$ cat config.mk
export PLATFORM = sky130hd
export DESIGN_NAME = gpio_rx_capture_flat
export DESIGN_NICKNAME = d
export VERILOG_FILES = /design/src/rtl/gpio_rx_capture_if.sv /design/src/rtl/gpio_rx_capture.sv /design/src/flat_wrapper.sv
export SDC_FILE = /design/constraint.sdc
export NUM_CORES = 1
export LEC_CHECK = 0
export ABC_AREA = 1
export CAP_MARGIN = 40
export CORE_ASPECT_RATIO = 1.5
export CORE_MARGIN = 3
export CORE_UTILIZATION = 54
export DETAILED_ROUTE_END_ITERATION = 6
export PLACE_DENSITY = 0.83
export REMOVE_ABC_BUFFERS = 1
export SYNTH_ARGS = -nofsm -noshare
export SYNTH_HDL_FRONTEND = slang
export SYNTH_SLANG_ARGS = --single-unit
export TNS_END_PERCENT = 1
$ cat constraint.sdc
create_clock -name clk -period 6 [get_ports clk]
set_clock_uncertainty 0.15 [all_clocks]
set_input_delay 0.9 -clock clk [delete_from_list [all_inputs] [get_ports clk]]
set_output_delay 0.9 -clock clk [all_outputs]
set_load 0.03 [all_outputs]
$ cat src/rtl/gpio_rx_capture_if.sv
`default_nettype none
// ============================================================================
// Module   : gpio_rx_capture_if
// Brief    : Pin, control and event-stream bundle for gpio_rx_capture.
// Revision : 1.0 - initial release
// ============================================================================
interface gpio_rx_capture_if #(
  parameter int WIDTH = 32
);
  logic [WIDTH-1:0] gpio_pin;
  logic [WIDTH-1:0] rise_en;
  logic [WIDTH-1:0] fall_en;
  logic [WIDTH-1:0] status_clr;
  logic             ovf_clr;
  logic [WIDTH-1:0] pin_value;
  logic [WIDTH-1:0] status;
  logic             irq;
  logic             evt_valid;
  logic             evt_ready;
  logic [WIDTH-1:0] evt_data;
  logic [WIDTH-1:0] evt_mask;
  logic             overflow;

  // Environment side: drives pins and controls, consumes events.
  modport master (
    output gpio_pin, rise_en, fall_en, status_clr, ovf_clr, evt_ready,
    input  pin_value, status, irq, evt_valid, evt_data, evt_mask, overflow
  );

  // Capture block side.
  modport slave (
    input  gpio_pin, rise_en, fall_en, status_clr, ovf_clr, evt_ready,
    output pin_value, status, irq, evt_valid, evt_data, evt_mask, overflow
  );
endinterface
`default_nettype wire

$ cat src/rtl/gpio_rx_capture.sv
`default_nettype none
// ============================================================================
// Module   : gpio_rx_capture
// Brief    : Synchronise, debounce and edge-detect GPIO pins; sticky status,
//            level irq and a one-deep valid/ready change-event slot.
// Revision : 1.0 - initial release
// ============================================================================
module gpio_rx_capture #(
  parameter int WIDTH           = 32,
  parameter int SYNC_STAGES     = 2,
  parameter int DEBOUNCE_CYCLES = 4
) (
  input  wire logic        clk,
  input  wire logic        rst_n,
  gpio_rx_capture_if.slave bus
);

  localparam int                CNT_W      = $clog2(DEBOUNCE_CYCLES + 1);
  localparam logic [CNT_W-1:0] c_CNT_LAST = CNT_W'(DEBOUNCE_CYCLES - 1);
  localparam logic [CNT_W-1:0] c_CNT_ONE  = CNT_W'(1);

  logic [WIDTH-1:0] r_sync [SYNC_STAGES];
  logic [WIDTH-1:0] r_pin_value;
  logic [WIDTH-1:0] r_status;
  logic             r_evt_valid;
  logic [WIDTH-1:0] r_evt_data;
  logic [WIDTH-1:0] r_evt_mask;
  logic             r_overflow;

  logic [WIDTH-1:0] w_sync_out;
  logic [WIDTH-1:0] w_upd;
  logic [WIDTH-1:0] w_new_value;
  logic [WIDTH-1:0] w_rise;
  logic [WIDTH-1:0] w_fall;
  logic [WIDTH-1:0] w_changed;
  logic             w_any_change;
  logic             w_slot_open;
  logic             w_drop;

  always_ff @(posedge clk) begin
    if (!rst_n) begin
      for (int s = 0; s < SYNC_STAGES; s++) r_sync[s] <= '0;
    end else begin
      r_sync[0] <= bus.gpio_pin;
      for (int s = 1; s < SYNC_STAGES; s++) r_sync[s] <= r_sync[s-1];
    end
  end

  assign w_sync_out = r_sync[SYNC_STAGES-1];

  for (genvar i = 0; i < WIDTH; i++) begin : g_pin
    logic [CNT_W-1:0] r_cnt;

    // Counter restarts whenever the input agrees with the stable value or is accepted.
    assign w_upd[i] = (w_sync_out[i] != r_pin_value[i]) && (r_cnt == c_CNT_LAST);

    always_ff @(posedge clk) begin
      if (!rst_n) begin
        r_cnt <= '0;
      end else if ((w_sync_out[i] == r_pin_value[i]) || w_upd[i]) begin
        r_cnt <= '0;
      end else begin
        r_cnt <= r_cnt + c_CNT_ONE;
      end
    end
  end

  assign w_new_value  = (r_pin_value & ~w_upd) | (w_sync_out & w_upd);
  // An updating pin always flips, so its new level alone tells the edge direction.
  assign w_rise       = w_upd &  w_sync_out & bus.rise_en;
  assign w_fall       = w_upd & ~w_sync_out & bus.fall_en;
  assign w_changed    = w_rise | w_fall;
  assign w_any_change = |w_changed;
  assign w_slot_open  = !r_evt_valid || bus.evt_ready;
  assign w_drop       = w_any_change && !w_slot_open;

  always_ff @(posedge clk) begin
    if (!rst_n) begin
      r_pin_value <= '0;
      r_status    <= '0;
      r_overflow  <= 1'b0;
    end else begin
      r_pin_value <= w_new_value;
      r_status    <= (r_status & ~bus.status_clr) | w_changed;
      r_overflow  <= (r_overflow & ~bus.ovf_clr) | w_drop;
    end
  end

  always_ff @(posedge clk) begin
    if (!rst_n) begin
      r_evt_valid <= 1'b0;
      r_evt_data  <= '0;
      r_evt_mask  <= '0;
    end else if (w_any_change) begin
      if (w_slot_open) begin
        r_evt_valid <= 1'b1;
        r_evt_data  <= w_new_value;
        r_evt_mask  <= w_changed;
      end
    end else if (r_evt_valid && bus.evt_ready) begin
      r_evt_valid <= 1'b0;
    end
  end

  assign bus.pin_value = r_pin_value;
  assign bus.status    = r_status;
  assign bus.irq       = |r_status;
  assign bus.evt_valid = r_evt_valid;
  assign bus.evt_data  = r_evt_data;
  assign bus.evt_mask  = r_evt_mask;
  assign bus.overflow  = r_overflow;

endmodule
`default_nettype wire

$ cat src/flat_wrapper.sv
// flat-port wrapper written by rule: the top's interface ports become plain ports
module gpio_rx_capture_flat 
#(
  parameter int WIDTH           = 32,
  parameter int SYNC_STAGES     = 2,
  parameter int DEBOUNCE_CYCLES = 4
)
  (clk, rst_n, bus_gpio_pin, bus_rise_en, bus_fall_en, bus_status_clr, bus_ovf_clr, bus_evt_ready, bus_pin_value, bus_status, bus_irq, bus_evt_valid, bus_evt_data, bus_evt_mask, bus_overflow);
  gpio_rx_capture_if #(.WIDTH(WIDTH)) bus_i ();
  input  wire logic clk;
  input  wire logic rst_n;
  input wire logic [$bits(bus_i.gpio_pin)-1:0] bus_gpio_pin;
  input wire logic [$bits(bus_i.rise_en)-1:0] bus_rise_en;
  input wire logic [$bits(bus_i.fall_en)-1:0] bus_fall_en;
  input wire logic [$bits(bus_i.status_clr)-1:0] bus_status_clr;
  input wire logic [$bits(bus_i.ovf_clr)-1:0] bus_ovf_clr;
  input wire logic [$bits(bus_i.evt_ready)-1:0] bus_evt_ready;
  output wire logic [$bits(bus_i.pin_value)-1:0] bus_pin_value;
  output wire logic [$bits(bus_i.status)-1:0] bus_status;
  output wire logic [$bits(bus_i.irq)-1:0] bus_irq;
  output wire logic [$bits(bus_i.evt_valid)-1:0] bus_evt_valid;
  output wire logic [$bits(bus_i.evt_data)-1:0] bus_evt_data;
  output wire logic [$bits(bus_i.evt_mask)-1:0] bus_evt_mask;
  output wire logic [$bits(bus_i.overflow)-1:0] bus_overflow;
  assign bus_i.gpio_pin = bus_gpio_pin;
  assign bus_i.rise_en = bus_rise_en;
  assign bus_i.fall_en = bus_fall_en;
  assign bus_i.status_clr = bus_status_clr;
  assign bus_i.ovf_clr = bus_ovf_clr;
  assign bus_i.evt_ready = bus_evt_ready;
  assign bus_pin_value = bus_i.pin_value;
  assign bus_status = bus_i.status;
  assign bus_irq = bus_i.irq;
  assign bus_evt_valid = bus_i.evt_valid;
  assign bus_evt_data = bus_i.evt_data;
  assign bus_evt_mask = bus_i.evt_mask;
  assign bus_overflow = bus_i.overflow;
  gpio_rx_capture #(.WIDTH(WIDTH), .SYNC_STAGES(SYNC_STAGES), .DEBOUNCE_CYCLES(DEBOUNCE_CYCLES)) u_core (.clk(clk), .rst_n(rst_n), .bus(bus_i));
endmodule
==> results.py <==
metrics = {
    "synth": {
        "synth_adder_area_share_pct": 6.89,
        "ys_warn_count": 0,
        "synth_top_family_by_area": "simple AND/OR/NAND/NOR gates",
        "synth-seq-cells": 290,
        "syn_area_sq_um": 11600,
        "ys_types": 22,
        "synth-seq-area-share_pct": 49.9,
        "synth_xor_area_share_pct": 0.0753,
        "synth_compound_area_share_pct": 5.34,
        "muxShareOfSynthArea_pct": 0,
        "postSynthAreaPerCell_sq_um": 7.47,
        "synthesis.instances": 1556,
        "yosys.area_share.simple_pct": 26.4,
    },
    "clock_tree": {
        "clockBufferDepth": 3,
        "cts_max_level": 1,
        "clk_latency_ns": 0.53,
        "post_cts_resized": 0,
        "cts_setup_buffers": 0,
        "clk_pin_slew_ns": 0.06,
        "clock-sinks": 290,
        "cts_buffers": 26,
        "cts-root-buf": "clkbuf_16",
        "hold_buffers": 0,
        "cts_tree": "yes",
    },
    "pwr": {
        "clkPwrFrac_pct": 43.4,
        "ir_drop_mv": 0.210,
        "leakage_uw": 0.00713,
        "p_sw_uw": 793,
        "sequentialPowerShare_pct": 51.7,
        "p_per_area_nw_per_um2": 250,
        "swShare_pct": 20.9,
        "p_comb_share_pct": 4.8,
        "intPower_uw": 3010,
    },
    "placed_design": {
        "place_ws_ns": 2.67,
        "gp_congestion": 0.829,
        "io_buffer_count": 262,
        "dpl.hpwl_mm": 20.7,
    },
    "routing": {
        "wl_mm": 28.7,
        "vias": 10200,
        "route.top_layer_used": "met4",
        "drt_pass1_iterations": 5,
        "viasPerCell": 4.91,
        "drt_iter0_drc": 606,
        "wl_met1_mm": 11.4,
        "met2_length_mm": 14.8,
        "detail-route-antenna-nets": 0,
        "routedWlPerCell_microns": 13.8,
        "route.detailed.drc": 0,
        "wl_met3_mm": 1.74,
    },
    "setup_path": {
        "r2r_slack_ns": 3.44,
        "worstPathArrival_ns": 2.49,
        "cp_slowest_stage_delay_ns": 0.64,
        "critPathKind": "reg2out",
        "r2r_end": "u_core.bus.evt_mask[2]",
        "critPathBufInv": 2,
        "cpLargestDelayFamily": "simple AND/OR/NAND/NOR gates",
        "endpoint_kind": "output pin",
        "timing.rr.start": "u_core.g_pin[20].r_cnt[0]",
        "cp_max_fo": 2,
        "cp_slowest_cell": "clkdlybuf4s50_1",
        "rr_worst_depth": 13,
        "crit_chain": "inv_1 > nand4_1 > nor4_1 > nand3_1 > clkdlybuf4s50_1",
        "cp-start-kind": "flip-flop",
        "required_ns": 4.95,
    },
    "min_path": {
        "holdCritStartpoint": "u_core.r_sync[0][17]",
        "whs_path_depth": 2,
        "hp-class": "reg2reg",
        "hold_path_end": "u_core.r_sync[0][49]",
    },
    "floorplanning": {
        "dieArea_sq_um": 23400,
        "die_h_microns": 186,
        "rows": 65,
        "die_w_microns": 126,
        "coreArea_sq_um": 21100,
        "io_pins": 263,
        "initial_utilization_pct": 55.2,
    },
    "timing": {
        "finalSetupViolCount": 0,
        "max_slew_margin_pct": 56.3,
        "slew_violations": 0,
        "finalCriticalPeriod_ns": 3.54,
        "final.period_utilization_pct": 59.1,
        "hold_violations": 0,
        "fmax_mhz": 282,
        "worstMarginPinSlew_ns": 0.649,
        "setup_tns_ns": 0,
        "rsz0062_at_grt": "false",
        "postLayoutSetupSlackWorst_ns": 2.46,
    },
    "final_layout": {
        "layout_commonest_cell": "nand2_1",
        "synthToLayoutAreaGrowth_pct": 30.8,
        "drive_above_1_share_pct": 3.02,
        "final_nets": 1997,
        "layout.cells.most_common_list": "nand2_1, dfxtp_1, inv_1",
        "fill_cells": 1619,
    },
    "global_route": {
        "grt_start_max_net_pins": 60,
        "grt_first_pass_wirelength_mm": 46.2,
        "grt_pass1_vias": 9729,
        "antenna_found_initial": 0,
        "track_usage_pct": 23.8,
        "overflow": 0,
    },
    "run_status": {
        "status": "complete, no violations",
    },
    "job": {
        "drv_cap": 0,
    },
}
## routing by layer
metal  vias up  GRT usage, %
met5         -             0
met4         0          7.60
met3        58          4.05
met2       312          44.8
met1      4633          27.6
li1       5241             -
## cell usage after synthesis
cell      instances  area, sq um
inv_2             6         22.5
ha_1             64          801
buf_2             7         35.0
clkbuf_1         19         71.3
buf_4             1         7.51
nand2_1         344         1290
xor2_1            1         8.76
nand3_2           1         10.0
nand4_1           7         43.8
buf_1            11         41.3
o21ai_0          65          325
nand3_1         152          761
nor2_1          243          912
a21oi_1          59          295
nand2_2           2         12.5
dfxtp_1         290         5810
nor3_1            1         5.00
nor2_2            1         6.26
nor4_1            2         12.5
buf_6            13          146
nand2_4           1         11.3
inv_1           266          998
## stage by stage
step / power (uW) / util (%) / area [sq um] / hold slack [ns] / std cells
floorplan: 2070 / - / 11300 / 0.240 / 1505
global placement: 2190 / 68.0 / 14300 / 0.242 / 2040
detailed placement: 2190 / 68.1 / 14400 / 0.249 / 2041
CTS: 3830 / 72.1 / 15200 / 0.266 / 2087
global route: 3920 / 72.1 / 15200 / 0.275 / 2087
finish: 3800 / 72.2 / 15200 / 0.264 / 2088
## kinds of logic (layout without fill, tap and decap cells)
logic type               Yosys count  in the layout
XOR/XNOR                           1              1
adder cells (fa/ha/maj)           64             64
AND/OR/NAND/NOR                  754            754
AO/OA/AOI/OAI                    124            124
buffers and inverters            323            586
other                              0              1
flip-flops                       290            290
## flip-flops by register name (all words and copies together), names as in the netlist
| register | count |
|---|---|
| u_core.bus.status | 32 |
| u_core.bus.evt_data | 32 |
| u_core.bus.pin_value | 32 |
| u_core.g_pin.r_cnt | 96 |
| u_core.r_sync | 64 |
| u_core.bus.evt_mask | 32 |
| u_core.bus.evt_valid | 1 |
| u_core.bus.overflow | 1 |
## power groups by stage
stage                     Sequential (uW)  Combinational [uW]  Clock, uW
after global routing                 1970                 202       1750
after floorplan                      2010                59.8          0
final                                1970                 183       1650
after global placement               2010                 178          0
after detailed placement             2010                 181          0
after CTS                            1970                 183       1680
## worst reg2reg max path, delay by kind of cell, from the launching register on
family                     cells  cell delay [ns]
DFF                            1             0.32
adders and majority gates      2             0.44
and+or+nand+nor               10             1.26
buffers and inverters          1             0.29
## how the worst max path moves through the flow
stage	from	end	slack (ns)	cells past startpoint
after floorplan	bus_fall_en[5]	u_core.bus.evt_mask[0]	2.97	12
after global placement	bus_fall_en[24]	u_core.bus.evt_mask[15]	2.30	13
after detailed placement	bus_fall_en[20]	u_core.bus.evt_mask[2]	2.67	14
after CTS	u_core.bus.status[7]	bus_irq	2.45	5
after global routing	u_core.bus.status[7]	bus_irq	2.37	5
final	u_core.bus.status[7]	bus_irq	2.46	5
## layout make-up
cell class	count	area (sq um)	area share, %
clock buffers	40	754	4.96
inverters	272	1020	6.73
repair buffers	268	2690	17.7
clock inverters	6	88.8	0.584
multi-input cells	943	4500	29.6
well taps	268	335	2.21
diodes	1	2.50	0.0165
flip-flops and latches	290	5810	38.2
(Power assumes the default switching activity.)
